<file path="src/rtl/dequant_lane_feeder_pkg.sv">
// rtl/dequant_lane_feeder_pkg.sv - shared widths and lane types for the adder tree and its dequant feeder
//
// Purpose: constants shared by the requantizing adder tree and the
// dequant lane feeder, plus the lane-array type and the collect-bank state.
// Ports: none (package).
package dequant_lane_feeder_pkg;

  localparam int DATA_W         = 8;
  localparam int ACC_W          = 32;
  localparam int LANES          = 4;
  localparam int DEF_FRAC_SHIFT = 7;
  localparam int IDX_W          = $clog2(LANES);

  typedef logic signed [ACC_W-1:0] lane_t [LANES];

  typedef enum logic {
    C_FILL = 1'b0,
    C_FULL = 1'b1
  } c_state_t;

endpackage

</file>
<file path="src/rtl/dequant8to32.sv">
// rtl/dequant8to32.sv - combinational int8 {sign, magnitude} to 32-bit fixed-point expansion
//
// Purpose: place the 7 magnitude bits back at the requantizer slice position
// and fill everything above with the sign bit; optionally set the half-step
// bit below the slice for mid-step reconstruction.
// Ports:
//   q   in  DATA_W  quantized byte {s, m[6:0]}
//   op  out ACC_W   signed expanded operand
module dequant8to32
  import dequant_lane_feeder_pkg::*;
#(
  parameter int FRAC_SHIFT = DEF_FRAC_SHIFT,
  parameter int ROUND_BIAS = 0
) (
  input  logic        [DATA_W-1:0] q,
  output logic signed [ACC_W-1:0]  op
);

  localparam logic [ACC_W-1:0] BIAS =
    (ROUND_BIAS != 0) ? (ACC_W'(1) << (FRAC_SHIFT - 1)) : '0;

  assign op = $signed({{(ACC_W - FRAC_SHIFT - DATA_W + 1){q[DATA_W-1]}},
                       q[DATA_W-2:0],
                       {FRAC_SHIFT{1'b0}}} | BIAS);

endmodule

</file>
<file path="src/rtl/dequant_lane_feeder.sv">
// rtl/dequant_lane_feeder.sv - packs expanded int8 activations into 4-lane beats for the adder tree
//
// Purpose: expand each accepted byte, collect four operands (or fewer when
// in_last closes the group early) in bank C, then hand the group to output
// bank O. Two banks let intake continue while a beat waits downstream.
// Ports:
//   clk        in   1      clock
//   rst_n      in   1      synchronous reset, active high
//   in_valid   in   1      in_data presented
//   in_ready   out  1      byte accepted when in_valid && in_ready
//   in_data    in   8      quantized byte {s, m[6:0]}
//   in_last    in   1      closes the current group
//   out_valid  out  1      out1..out4 hold a packed beat
//   out_ready  in   1      downstream takes the beat
//   out1..4    out  32     lane operands, lane 1 = first byte
//   out_last   out  1      beat closed by in_last
//   out_count  out  3      real lanes in the beat, 1..4
module dequant_lane_feeder
  import dequant_lane_feeder_pkg::*;
#(
  parameter int FRAC_SHIFT = DEF_FRAC_SHIFT,
  parameter int ROUND_BIAS = 0
) (
  input  logic                     clk,
  input  logic                     rst_n,
  input  logic                     in_valid,
  output logic                     in_ready,
  input  logic        [DATA_W-1:0] in_data,
  input  logic                     in_last,
  output logic                     out_valid,
  input  logic                     out_ready,
  output logic signed [ACC_W-1:0] out1,
  output logic signed [ACC_W-1:0] out2,
  output logic signed [ACC_W-1:0] out3,
  output logic signed [ACC_W-1:0] out4,
  output logic                     out_last,
  output logic        [2:0]        out_count
);

  logic signed [ACC_W-1:0] exp_op;

  dequant8to32 #(
    .FRAC_SHIFT(FRAC_SHIFT),
    .ROUND_BIAS(ROUND_BIAS)
  ) u_expand (
    .q (in_data),
    .op(exp_op)
  );

  c_state_t         c_state;
  lane_t            c_lane;
  lane_t            o_lane;
  logic [IDX_W-1:0] c_idx;
  logic [2:0]       c_count;
  logic             c_last;

  logic             xfer;
  logic             accept;
  logic [IDX_W-1:0] wr_idx;

  assign xfer     = (c_state == C_FULL) && (!out_valid || out_ready);
  // Equivalent to !(C full && O held): whenever C is full and input is
  // allowed, a transfer empties C in the same cycle.
  assign in_ready = (c_state == C_FILL) || xfer;
  assign accept   = in_valid && in_ready;
  // A byte accepted alongside a transfer starts the next group at lane 0.
  assign wr_idx   = xfer ? '0 : c_idx;

  always_ff @(posedge clk) begin
    if (rst_n) begin
      c_state   <= C_FILL;
      c_idx     <= '0;
      c_count   <= '0;
      c_last    <= 1'b0;
      out_valid <= 1'b0;
      out_last  <= 1'b0;
      out_count <= '0;
      for (int i = 0; i < LANES; i++) begin
        c_lane[i] <= '0;
        o_lane[i] <= '0;
      end
    end else begin
      if (xfer) begin
        o_lane    <= c_lane;
        out_valid <= 1'b1;
        out_last  <= c_last;
        out_count <= c_count;
        c_state   <= C_FILL;
        c_idx     <= '0;
        c_count   <= '0;
        c_last    <= 1'b0;
        for (int i = 0; i < LANES; i++) begin
          c_lane[i] <= '0;
        end
      end else if (out_valid && out_ready) begin
        out_valid <= 1'b0;
      end

      // Lane write comes after the clear so a same-cycle byte survives it.
      if (accept) begin
        c_lane[wr_idx] <= exp_op;
        if (wr_idx == IDX_W'(LANES - 1) || in_last) begin
          c_state <= C_FULL;
          c_last  <= in_last;
          c_count <= {1'b0, wr_idx} + 3'd1;
          c_idx   <= '0;
        end else begin
          c_idx <= wr_idx + IDX_W'(1);
        end
      end
    end
  end

  assign out1 = o_lane[0];
  assign out2 = o_lane[1];
  assign out3 = o_lane[2];
  assign out4 = o_lane[3];

endmodule

</file>
<file path="config.mk">
export PLATFORM = sky130hd
export DESIGN_NAME = dequant_lane_feeder
export DESIGN_NICKNAME = d
export VERILOG_FILES = /design/src/rtl/dequant_lane_feeder_pkg.sv /design/src/rtl/dequant8to32.sv /design/src/rtl/dequant_lane_feeder.sv
export SDC_FILE = /design/constraint.sdc
export NUM_CORES = 1
export LEC_CHECK = 0
export BUFFER_PORTS_ARGS = -buffer_cell sky130_fd_sc_hd__buf_2
export CAP_MARGIN = 20
export CORE_MARGIN = 1.5
export CORE_UTILIZATION = 40
export DETAILED_ROUTE_END_ITERATION = 8
export PLACE_DENSITY = 0.69
export SETUP_SLACK_MARGIN = 0.3
export SYNTH_ARGS = -nofsm -noshare
export SYNTH_HDL_FRONTEND = slang
export SYNTH_SLANG_ARGS = --single-unit
</file>
<file path="constraint.sdc">
create_clock -name clk -period 1.95 [get_ports clk]
set_input_delay 0 -clock clk [delete_from_list [all_inputs] [get_ports clk]]
set_output_delay 0 -clock clk [all_outputs]
set_load 0.02 [all_outputs]
</file>
==> results by group, run 1 <==
Floorplan
  • Die W: around 150 µm
  • Starting Density: 0.405
  • DIE AREA: between 20,000 and 25,000 µm²
  • # rows: 55
  • Core footprint: 22,500 µm²
  • I/O pin total: around 150
  • Height of the chip: approximately 150 µm

Power
  • Net load switching power: 0.00237 W
  • Total power: 0.0109 W
  • Power Density: 981 nW/µm²
  • Clock network power share: 0.440
  • Switching share of power: 0.219
  • Comb pwr share: 0.046
  • Leakage power: around 4.4 nW
  • VDD IR max: 522 µV
  • Sequential power share: 0.514
  • Pint: 0.00848 W

CTS
  • CTS tree: done
  • Worst-path clk slew: 0.06 ns
  • TritonCTS buffer count: 27
  • Clock sinks: 268
  • Clk_lat worst skew: 0.52 ns
  • CTS max path bufs: 3
  • Root buffer cell: clkbuf_16
  • H-tree Lvls: 1

Route
  • Vias per cell: approximately 4.8
  • DRC errors left: 0
  • Final WL: 20,100 µm
  • Detail Route Antenna Nets: 0
  • Drt initial violations: 357
  • DR vias: 7,114
  • 1st-pass router iterations: 4
  • Routed len/inst: 13.6 µm

Flow run
  • Max-cap violations: 0

Logic synthesis
  • Synth Area in Compound Gates: 0.142
  • Synth Instances: 1,055
  • Synth Area in Adders: 0.00549
  • Synth Area per Inst: ~8.6 µm²
  • Fraction of the yosys area taken by sequential cells: 0.588
  • Synthesized flop and latch total: roughly 270
  • Synth Area in Simple Gates: 0.212
  • Largest family of logic cells by synthesized area: simple AND/OR/NAND/NOR gates
  • Synthesized area: 9120 µm²
  • Ys Warns: 0
  • Post-synthesis mux area share: 0
  • Synth cell types: 25
  • Xor/xnor share of the synthesized area: 0
  • Synthesized Nets: between 1,000 and 1,500

STA
  • Setup TNS: 0 ns
  • RSZ-0062 raised after global routing: yes
  • Final period utilization: 0.806
  • Rel. slew slack: 0.650
  • Fin. Hold Viols: 0
  • Worst slew pin tran: 0.525 ns
  • Max-slew violations: 0
  • Setup violations, final: 0
  • Period minus WS final: 1.57 ns
  • F_max: 0.636 GHz
  • Fin Clk Skew: 0.0119 ns

Finish
  • # nets final: roughly 1,200
  • Layout cells sized above 1: 0.191
  • Storage cell area: 5370 µm²
  • Most frequent cells in the layout: nand2_1, dfxtp_1, a21oi_1
  • Most common cell after layout, fill and taps aside: nand2_1
  • Footprint of the multi-input gates: 3390 µm²
  • Area growth syn-to-layout: 21.4%
  • # fillers: 2,155

GRT
  • First-pass GRT wire length: 32,700 µm
  • Largest net degree at the start of global routing: 88
  • Initial antenna violation count: 1
  • GR Overflow Total: 0
  • Gr usage total: 0.166
  • Vias in the first global route: 6,499

Critical path
  • CP required: between 1.5 and 2 ns
  • Setup crit end kind: output port
  • Crit path max fanout: 10
  • Setup crit start kind: flop
  • Worst Path Arrival: 1.57 ns
  • WS Path Type: reg2out
  • R2r worst-path depth: 9

Status
  • Result of the run: complete, no violations

Hold path
  • Worst Hold Class: in2reg
  • Cells on Worst Hold Path: 4

Place
  • PortBufs: 146
  • DP HPWL: ~13,000 µm
  • GPL Wtd Cong: 0.712
## worst paths after layout
path                            slack [ns]  startpoint          to
worst min register to register        0.45  c_lane[96]     out1[0]
worst min-delay path                  0.24  in_data[7]  c_lane[31]
worst max-delay path                  0.38     c_state    in_ready
worst max register to register        0.39   out_valid  c_count[0]
## cell families after synthesis
logic type | after synthesis
AND/OR/NAND/NOR | 456
AO/OA/AOI/OAI | 246
adder cells (fa/ha/maj) | 4
flip-flops | 268
buffers and inverters | 81
## per-layer routing
metal / global-route usage / part of all wire
met1: 0.215 / 0.46
met5: 0 / 0
met3: 0.0358 / 0.049
met2: 0.276 / 0.46
met4: 0.0499 / 0.022
## power by group through the flow
stage | Sequential, W | Clock [W] | Combinational [W]
after global placement | 0.00570 | 0 | 0.000470
after detailed placement | 0.00570 | 0 | 0.000475
after CTS | 0.00558 | 0.00490 | 0.000500
final | 0.00558 | 0.00478 | 0.000498
after global routing | 0.00558 | 0.00514 | 0.000547
after floorplan | 0.00570 | 0 | 0.000342
## through the flow
| step | hold WS (ns) | instances | setup slack (ns) | util | cell area (µm²) |
|---|---|---|---|---|---|
| 6_report | 0.236 | 1484 | 0.378 | 0.492 | 11100 |
| 5_1_grt | 0.236 | 1484 | 0.257 | 0.492 | 11100 |
| 4_1_cts | 0.279 | 1483 | 0.321 | 0.491 | 11000 |
| 3_5_place_dp | 0.312 | 1430 | 0.208 | 0.449 | 10100 |
| 3_3_place_gp | 0.306 | 1430 | 0.241 | 0.449 | 10100 |
| 2_1_floorplan | 0.136 | 1055 | 0.101 | - | 9240 |
## final cells by class
class | count | area share
flip-flops and latches | 268 | 0.485
multi-input cells | 706 | 0.306
clock inverters | 3 | 0.00396
clock buffers | 37 | 0.0680
well taps | 285 | 0.0322
repair buffers | 181 | 0.103
diodes | 1 | 0.000226
inverters | 3 | 0.00192
## cells in the mapped netlist
cell type	n	area, µm²
nand2_1	368	1380
dfxtp_1	268	5370
a21oi_1	240	1200
nand3_1	38	190
clkbuf_1	33	124
and2_1	29	181
buf_2	22	110
buf_6	16	180
buf_4	7	52.6
and3_1	5	31.3
nand2_4	5	56.3
and2b_1	4	30.0
ha_1	4	50.1
a22oi_4	3	63.8
inv_1	3	11.3
a211o_1	1	8.76
a21o_1	1	7.51
a22oi_2	1	12.5
nand2b_1	1	6.26
nand3b_1	1	7.51
nand3b_4	1	20.0
nand4_1	1	6.26
nand4b_1	1	8.76
nor2_1	1	3.75
nor2b_4	1	13.8
## worst max-delay path: stages, from the launching register on
cell      delay, ns
dfxtp_4        0.39
buf_6          0.16
nand3b_4       0.14
buf_4          0.19
buf_2          0.17
## registers in the layout (all words and copies together), names as in the netlist
register,flops
c_last,1
c_count,3
out2,32
out_valid,1
out_count,3
out4,32
out1,32
c_idx,2
out_last,1
c_state,1
c_lane,128
out3,32
## repair_timing
action	CTS	global route
hold buffers	11	0
setup endpoints to repair	156	69
setup buffers	2	0
hold endpoints to repair	70	0
gates resized for setup	5	7
pin swaps	1	3
(Power assumes the default switching activity.)
==> run 2, diff against run 1 <==
--- a/config.mk
+++ b/config.mk
@@ -10,7 +10,7 @@
 export CORE_MARGIN = 1.5
 export CORE_UTILIZATION = 40
 export DETAILED_ROUTE_END_ITERATION = 8
-export PLACE_DENSITY = 0.69
+export PLACE_DENSITY = 0.67
 export SETUP_SLACK_MARGIN = 0.3
 export SYNTH_ARGS = -nofsm -noshare
 export SYNTH_HDL_FRONTEND = slang
==> constraint.sdc (replaced) <==
create_clock -name clk -period 1.63 [get_ports clk]
set_input_delay 0 -clock clk [delete_from_list [all_inputs] [get_ports clk]]
set_output_delay 0 -clock clk [all_outputs]
set_load 0.02 [all_outputs]
==> run 2 against run 1 <==
  * Worst hold slack worse by 0.22 ns
  * Die area unchanged
  * First-iteration DRC count up 20%
  * Clock skew increased by 0.0069 ns
  * Critical endpoint is now c_lane[32]
==> results by group, run 2 (synthesized netlist as in run 1, its figures left out) <==
Power
  • Comb pwr share: 0.055 (+0.009)
  • Total power: 0.0139 W (+28%)
  • Switching share of power: 0.222 (+0.00356)
  • Net load switching power: 0.00309 W (+30%)
  • Power Density: 1160 nW/µm² (+19%)
  • Clock network power share: 0.465 (+0.025)
  • Pint: 0.0108 W (+27%)
  • Leakage power: 4.79 nW (+9.5%)
  • Sequential power share: 0.480 (-0.034)
  • VDD IR max: 854 µV (+64%)

Floorplan
  • DIE AREA: 23,700 µm² (unchanged)
  • I/O pin total: 147 (unchanged)
  • Starting Density: 0.405 (unchanged)
  • # rows: 55 (unchanged)
  • Die W: 154 µm (unchanged)
  • Height of the chip: 154 µm (unchanged)
  • Core footprint: 22,500 µm² (unchanged)

Critical path
  • Crit path capture: c_lane[32]
  • RR Startpoint: out_valid
  • CP required: 2.11 ns (+0.16 ns)
  • Setup crit end kind: flop
  • Worst R2R End: c_lane[32]
  • R2r setup slk: 0.09 ns (-0.30 ns)
  • WS Path Type: reg2reg
  • Worst Path Arrival: 2.03 ns (+0.46 ns)
  • Setup crit start kind: flop
  • CP Launch Point: out_valid
  • Crit path max fanout: 7 (-3)
  • R2r worst-path depth: 9 (unchanged)

Finish
  • Storage cell area: 5370 µm² (unchanged)
  • Largest register by flop count: c_lane
  • Layout cells sized above 1: 0.256 (+0.0651)
  • Antenna diodes: 0 (-1)
  • # fillers: 2,082 (-3.4%)
  • Footprint of the multi-input gates: 3560 µm² (+5.1%)
  • # nets final: 1,240 (+3.0%)
  • Max reg flops: 128 (unchanged)
  • Area growth syn-to-layout: 31.0%
  • Most common cell after layout, fill and taps aside: nand2_1
  • Final Util: 0.531 (+0.0390)
  • Most frequent cells in the layout: nand2_1, dfxtp_1, a21oi_1
  • Post-route cell area: 12,000 µm² (+7.9%)

GRT
  • Largest net degree at the start of global routing: 47 (-47%)
  • Busiest grt layer: met2
  • Gr usage total: 0.181 (+0.0150)
  • Met3 track utilization from global routing: 0.0428 (+0.00705)
  • Initial antenna violation count: 0 (-1)
  • GR Overflow Total: 0 (unchanged)
  • Routing usage on met2: 0.299 (+0.0235)
  • Routing usage on met1: 0.236 (+0.0203)
  • Vias in the first global route: 6,771 (+4.2%)
  • First-pass GRT wire length: 35,200 µm (+7.6%)

CTS
  • TritonCTS buffer count: 28 (+3.7%)
  • CTS tree: done
  • Clk_lat worst skew: 0.54 ns (+0.02 ns)
  • Root buffer cell: clkbuf_16
  • Clock sinks: 268 (unchanged)
  • Worst-path clk slew: 0.06 ns (about the same)
  • CTS max path bufs: 3 (unchanged)
  • H-tree Lvls: 1 (unchanged)

Route
  • Drt initial violations: 430 (+20%)
  • 1st-pass router iterations: 4 (unchanged)
  • Routed len/inst: 14.5 µm (+6.8%)
  • DRC errors left: 0 (unchanged)
  • Vias per cell: 4.83 (+0.66%)
  • Detail Route Antenna Nets: 0 (unchanged)
  • Final WL: 22,200 µm (+10%)
  • DR vias: 7,383 (+3.8%)

STA
  • Period minus WS final: 1.54 ns
  • RSZ-0062 raised after global routing: yes
  • Final period utilization: 0.948
  • Max-slew violations: 0 (unchanged)
  • Worst setup margin: 0.0851 ns (-0.293 ns)
  • Rel. slew slack: 0.723 (+0.0727)
  • Worst slew pin tran: 0.416 ns (-0.109 ns)
  • F_max: 0.647 GHz
  • Setup violations, final: 0 (unchanged)
  • Min Hold Slack: 0.0121 ns (-0.224 ns)
  • Fin. Hold Viols: 0 (unchanged)
  • Fin Clk Skew: 0.0187 ns (+0.00686 ns)

Place
  • DP Area: 10,200 µm² (+1.1%)
  • GPL Wtd Cong: 0.726 (+2.0%)
  • PortBufs: 146 (unchanged)
  • Dpl ws: -0.0343 ns (-0.242 ns)
  • DP HPWL: 13,200 µm (+2.7%)

Status
  • Result of the run: complete, no violations

Flow run
  • Max-cap violations: 0 (unchanged)

Hold path
  • Worst Hold Class: in2reg
[run 2: worst max-delay path, cell delays in order, from the launching register on]
cell      delay [ns]
dfxtp_4         0.35
nand2b_4        0.09
nand2_8         0.09
nand2_8         0.10
inv_6           0.04
ha_4            0.16
a22oi_4         0.17
buf_12          0.15
and2b_2         0.20
and2_4          0.14
[run 2: cell type report]
cell class,count,share of cell area
repair buffers,216,0.141
well taps,285,0.0298
clock inverters,6,0.00586
flip-flops and latches,268,0.450
clock buffers,46,0.0744
inverters,3,0.00178
multi-input cells,706,0.298
[run 2: worst min path at each step]
stage	start	endpoint	slack, ns	cells after the start
floorplan	in_data[3]	c_lane[10]	0.14	2
global placement	in_data[4]	c_lane[107]	0.31	3
detailed placement	in_data[1]	c_lane[40]	0.31	3
CTS	out_ready	out_valid	0.005	4
global route	out_ready	out_valid	0.05	4
finish	out_ready	out_valid	0.01	4
[run 2: power by group through the flow]
stage	Sequential, W	Clock, W	Combinational (W)
final	0.00667	0.00646	0.000768
after global routing	0.00668	0.00686	0.000833
after CTS	0.00667	0.00662	0.000719
after detailed placement	0.00681	0	0.000591
after global placement	0.00681	0	0.000585
after floorplan	0.00682	0	0.000411
[run 2: metal layers]
| metal | wire, µm | part of all wire |
|---|---|---|
| met1 | 9820 | 0.44 |
| met2 | 10700 | 0.48 |
| met3 | 1290 | 0.058 |
| met4 | 416 | 0.019 |
| met5 | 0 | 0 |
[run 2: repair_timing]
action	CTS	global route
pin swaps	9	17
hold endpoints to repair	62	0
setup buffers	8	9
resized for setup	46	33
gates cloned	6	3
hold buffers	11	0
setup endpoints to repair	268	268
[run 2: through the flow]
step / TNS [ns] / cells
floorplan: -19.29 / 1055
global placement: 0 / 1441
detailed placement: -0.415 / 1441
CTS: 0 / 1518
global route: 0 / 1530
finish: 0 / 1530
==> run 3, diff against run 2 <==
--- a/config.mk
+++ b/config.mk
@@ -7,10 +7,12 @@
 export LEC_CHECK = 0
 export BUFFER_PORTS_ARGS = -buffer_cell sky130_fd_sc_hd__buf_2
 export CAP_MARGIN = 20
+export CELL_PAD_IN_SITES_DETAIL_PLACEMENT = 0
+export CELL_PAD_IN_SITES_GLOBAL_PLACEMENT = 1
 export CORE_MARGIN = 1.5
 export CORE_UTILIZATION = 40
 export DETAILED_ROUTE_END_ITERATION = 8
-export PLACE_DENSITY = 0.67
+export PLACE_DENSITY = 0.83
 export SETUP_SLACK_MARGIN = 0.3
 export SYNTH_ARGS = -nofsm -noshare
 export SYNTH_HDL_FRONTEND = slang
==> constraint.sdc (replaced) <==
create_clock -name clk -period 1.98 [get_ports clk]
set_input_delay 0 -clock clk [delete_from_list [all_inputs] [get_ports clk]]
set_output_delay 0 -clock clk [all_outputs]
set_load 0.02 [all_outputs]
==> run 3 against run 2 <==
  * Final area is 6.7% lower
  * Sequential share of layout area is 3.2 points higher
  * Critical path depth stayed put
  * Global-route usage is 1.3 points lower
  * Non-clock buffer count is 37 lower
  * Final cell count is 2.5% lower
  * Fmax is 3.6% lower
  * Flip-flop and latch count stayed put
  * Total power is 21% lower
  * Critical path type unchanged
  * Largest cell class unchanged
  * Largest power group unchanged
  * Highest routed layer unchanged
==> results by group, run 3 (synthesized netlist as in run 1, its figures left out) <==
CTS
  • Worst-path clk slew: 0.06 ns (about the same)
  • TritonCTS buffer count: 28 (unchanged)
  • CTS tree: done
  • CTS max path bufs: 3 (unchanged)
  • H-tree Lvls: 1 (unchanged)
  • Clock sinks: 268 (unchanged)
  • Clk_lat worst skew: 0.53 ns (about the same)
  • Root buffer cell: clkbuf_16

Floorplan
  • Core footprint: 22,500 µm² (unchanged)
  • DIE AREA: 23,700 µm² (unchanged)
  • Height of the chip: 154 µm (unchanged)
  • # rows: 55 (unchanged)
  • I/O pin total: 147 (unchanged)
  • Starting Density: 0.405 (unchanged)
  • Die W: 154 µm (unchanged)

STA
  • F_max: 0.624 GHz (-3.6%)
  • Period minus WS final: 1.60 ns (+0.0570 ns)
  • Fin Clk Skew: 0.00716 ns (-0.0116 ns)
  • Worst slew pin tran: 0.526 ns (+0.110 ns)
  • Final period utilization: 0.809 (-0.139)
  • Worst setup margin: 0.378 ns (+0.293 ns)
  • Max-slew violations: 0 (unchanged)
  • Setup TNS: 0 ns (unchanged)
  • Setup violations, final: 0 (unchanged)
  • RSZ-0062 raised after global routing: no
  • Rel. slew slack: 0.649 (-0.0736)
  • Fin. Hold Viols: 0 (unchanged)

Finish
  • Most common cell after layout, fill and taps aside: nand2_1
  • Most frequent cells in the layout: nand2_1, dfxtp_1, a21oi_1
  • Area growth syn-to-layout: 22.2%
  • Antenna diodes: 0 (unchanged)
  • Layout cells sized above 1: 0.196 (-0.0607)
  • Largest register by flop count: c_lane
  • # fillers: 2,208 (+6.1%)
  • Max reg flops: 128 (unchanged)
  • # nets final: 1,203 (-3.0%)

Flow run
  • Max-cap violations: 0 (unchanged)

Route
  • Detail Route Antenna Nets: 0 (unchanged)
  • Drt initial violations: 372 (-13%)
  • Routed len/inst: 13.7 µm (-5.6%)
  • DRC errors left: 0 (unchanged)
  • 1st-pass router iterations: 4 (unchanged)
  • Vias per cell: 4.83 (+0.17%)
  • DR vias: 7,212 (-2.3%)
  • Final WL: 20,400 µm (-7.9%)

Status
  • Result of the run: complete, no violations

Hold path
  • Min-delay src: in_data[7]
  • Worst Hold Class: in2reg
  • Hold Path End: c_lane[95]
  • Cells on Worst Hold Path: 4 (unchanged)

Critical path
  • WS Path Type: reg2reg
  • Setup crit end kind: flop
  • Crit path max fanout: 7 (unchanged)
  • CP required: 2.39 ns (+0.28 ns)
  • Worst Path Arrival: 2.02 ns (about the same)
  • R2r worst-path depth: 9 (unchanged)
  • R2r setup slk: 0.38 ns (+0.29 ns)
  • Setup crit start kind: flop
  • RR Startpoint: out_valid
  • CP Launch Point: out_valid
  • Worst R2R End: c_lane[3]

GRT
  • Largest net degree at the start of global routing: 122 (+160%)
  • Vias in the first global route: 6,554 (-3.2%)
  • Gr usage total: 0.168 (-0.0126)
  • Initial antenna violation count: 1 (+1)
  • First-pass GRT wire length: 33,200 µm (-5.5%)
  • GR Overflow Total: 0 (unchanged)

Place
  • GPL Wtd Cong: 0.719 (-0.96%)
  • DP HPWL: 12,700 µm (-3.9%)
  • Dpl ws: 0.239 ns (+0.273 ns)
  • PortBufs: 146 (unchanged)

Power
  • Power Density: 987 nW/µm² (-15%)
  • Total power: 0.0110 W (-21%)
  • Leakage power: 4.42 nW (-7.7%)
  • VDD IR max: 553 µV (-35%)
run 3: cell type report:
| class | instances | area (µm²) | area share |
|---|---|---|---|
| inverter | 3 | 21.3 | 0.00191 |
| sequential | 268 | 5370 | 0.482 |
| timing repair buffer | 179 | 1120 | 0.100 |
| clock inverter | 10 | 87.6 | 0.00785 |
| multi-input combinational | 706 | 3390 | 0.304 |
| tap | 285 | 357 | 0.0320 |
| clock buffer | 41 | 811 | 0.0727 |
run 3: worst max-delay path, stage by stage (launching register included):
cell and delay (ns):
dfxtp_4 0.38, nand2b_4 0.08, nand2_8 0.12, nand2_8 0.08, inv_6 0.08, ha_4 0.15
a22oi_2 0.06, buf_6 0.14, and2b_2 0.24, and2_1 0.15
run 3: power by group:
part | total (W) | leakage, nW | internal (W) | switching, W
combinational | 0.000486 | 1.80 | 0.000151 | 0.000336
clock | 0.00502 | 0.448 | 0.00297 | 0.00206
sequential | 0.00549 | 2.17 | 0.00546 | 0.0000370
run 3: per-layer routing:
metal / vias to the layer above / global-route usage / share of wire / routed length, µm
met2: 155 / 0.271 / 0.45 / 9120
met3: 36 / 0.0403 / 0.062 / 1270
met1: 3320 / 0.224 / 0.47 / 9560
met4: 0 / 0.0485 / 0.023 / 470
met5: - / 0 / 0 / 0
li1: 3701 / - / - / -
run 3: how the worst max path moves through the flow:
stage | endpoint | depth (start not counted)
CTS | in_ready | 4
global placement | c_lane[92] | 9
global route | c_lane[17] | 10
finish | c_lane[3] | 9
floorplan | c_lane[21] | 13
detailed placement | c_lane[80] | 9
run 3: what timing repair did:
| action | CTS | global route |
|---|---|---|
| buffers inserted | 0 | 3 |
| endpoints found under the hold margin | 62 | 0 |
| gates cloned | 0 | 1 |
| resized for setup | 3 | 9 |
| pin swaps | 0 | 3 |
| hold buffers | 11 | 0 |
| setup endpoints to repair | 55 | 43 |
run 3: metrics by stage:
stage | cells | util | instance area, µm² | hold slack, ns
CTS | 1488 | 0.493 | 11100 | 0.257
detailed placement | 1426 | 0.448 | 10100 | 0.309
global placement | 1426 | 0.448 | 10100 | 0.301
global route | 1492 | 0.496 | 11200 | 0.275
finish | 1492 | 0.496 | 11200 | 0.248
floorplan | 1055 | - | 9240 | 0.136
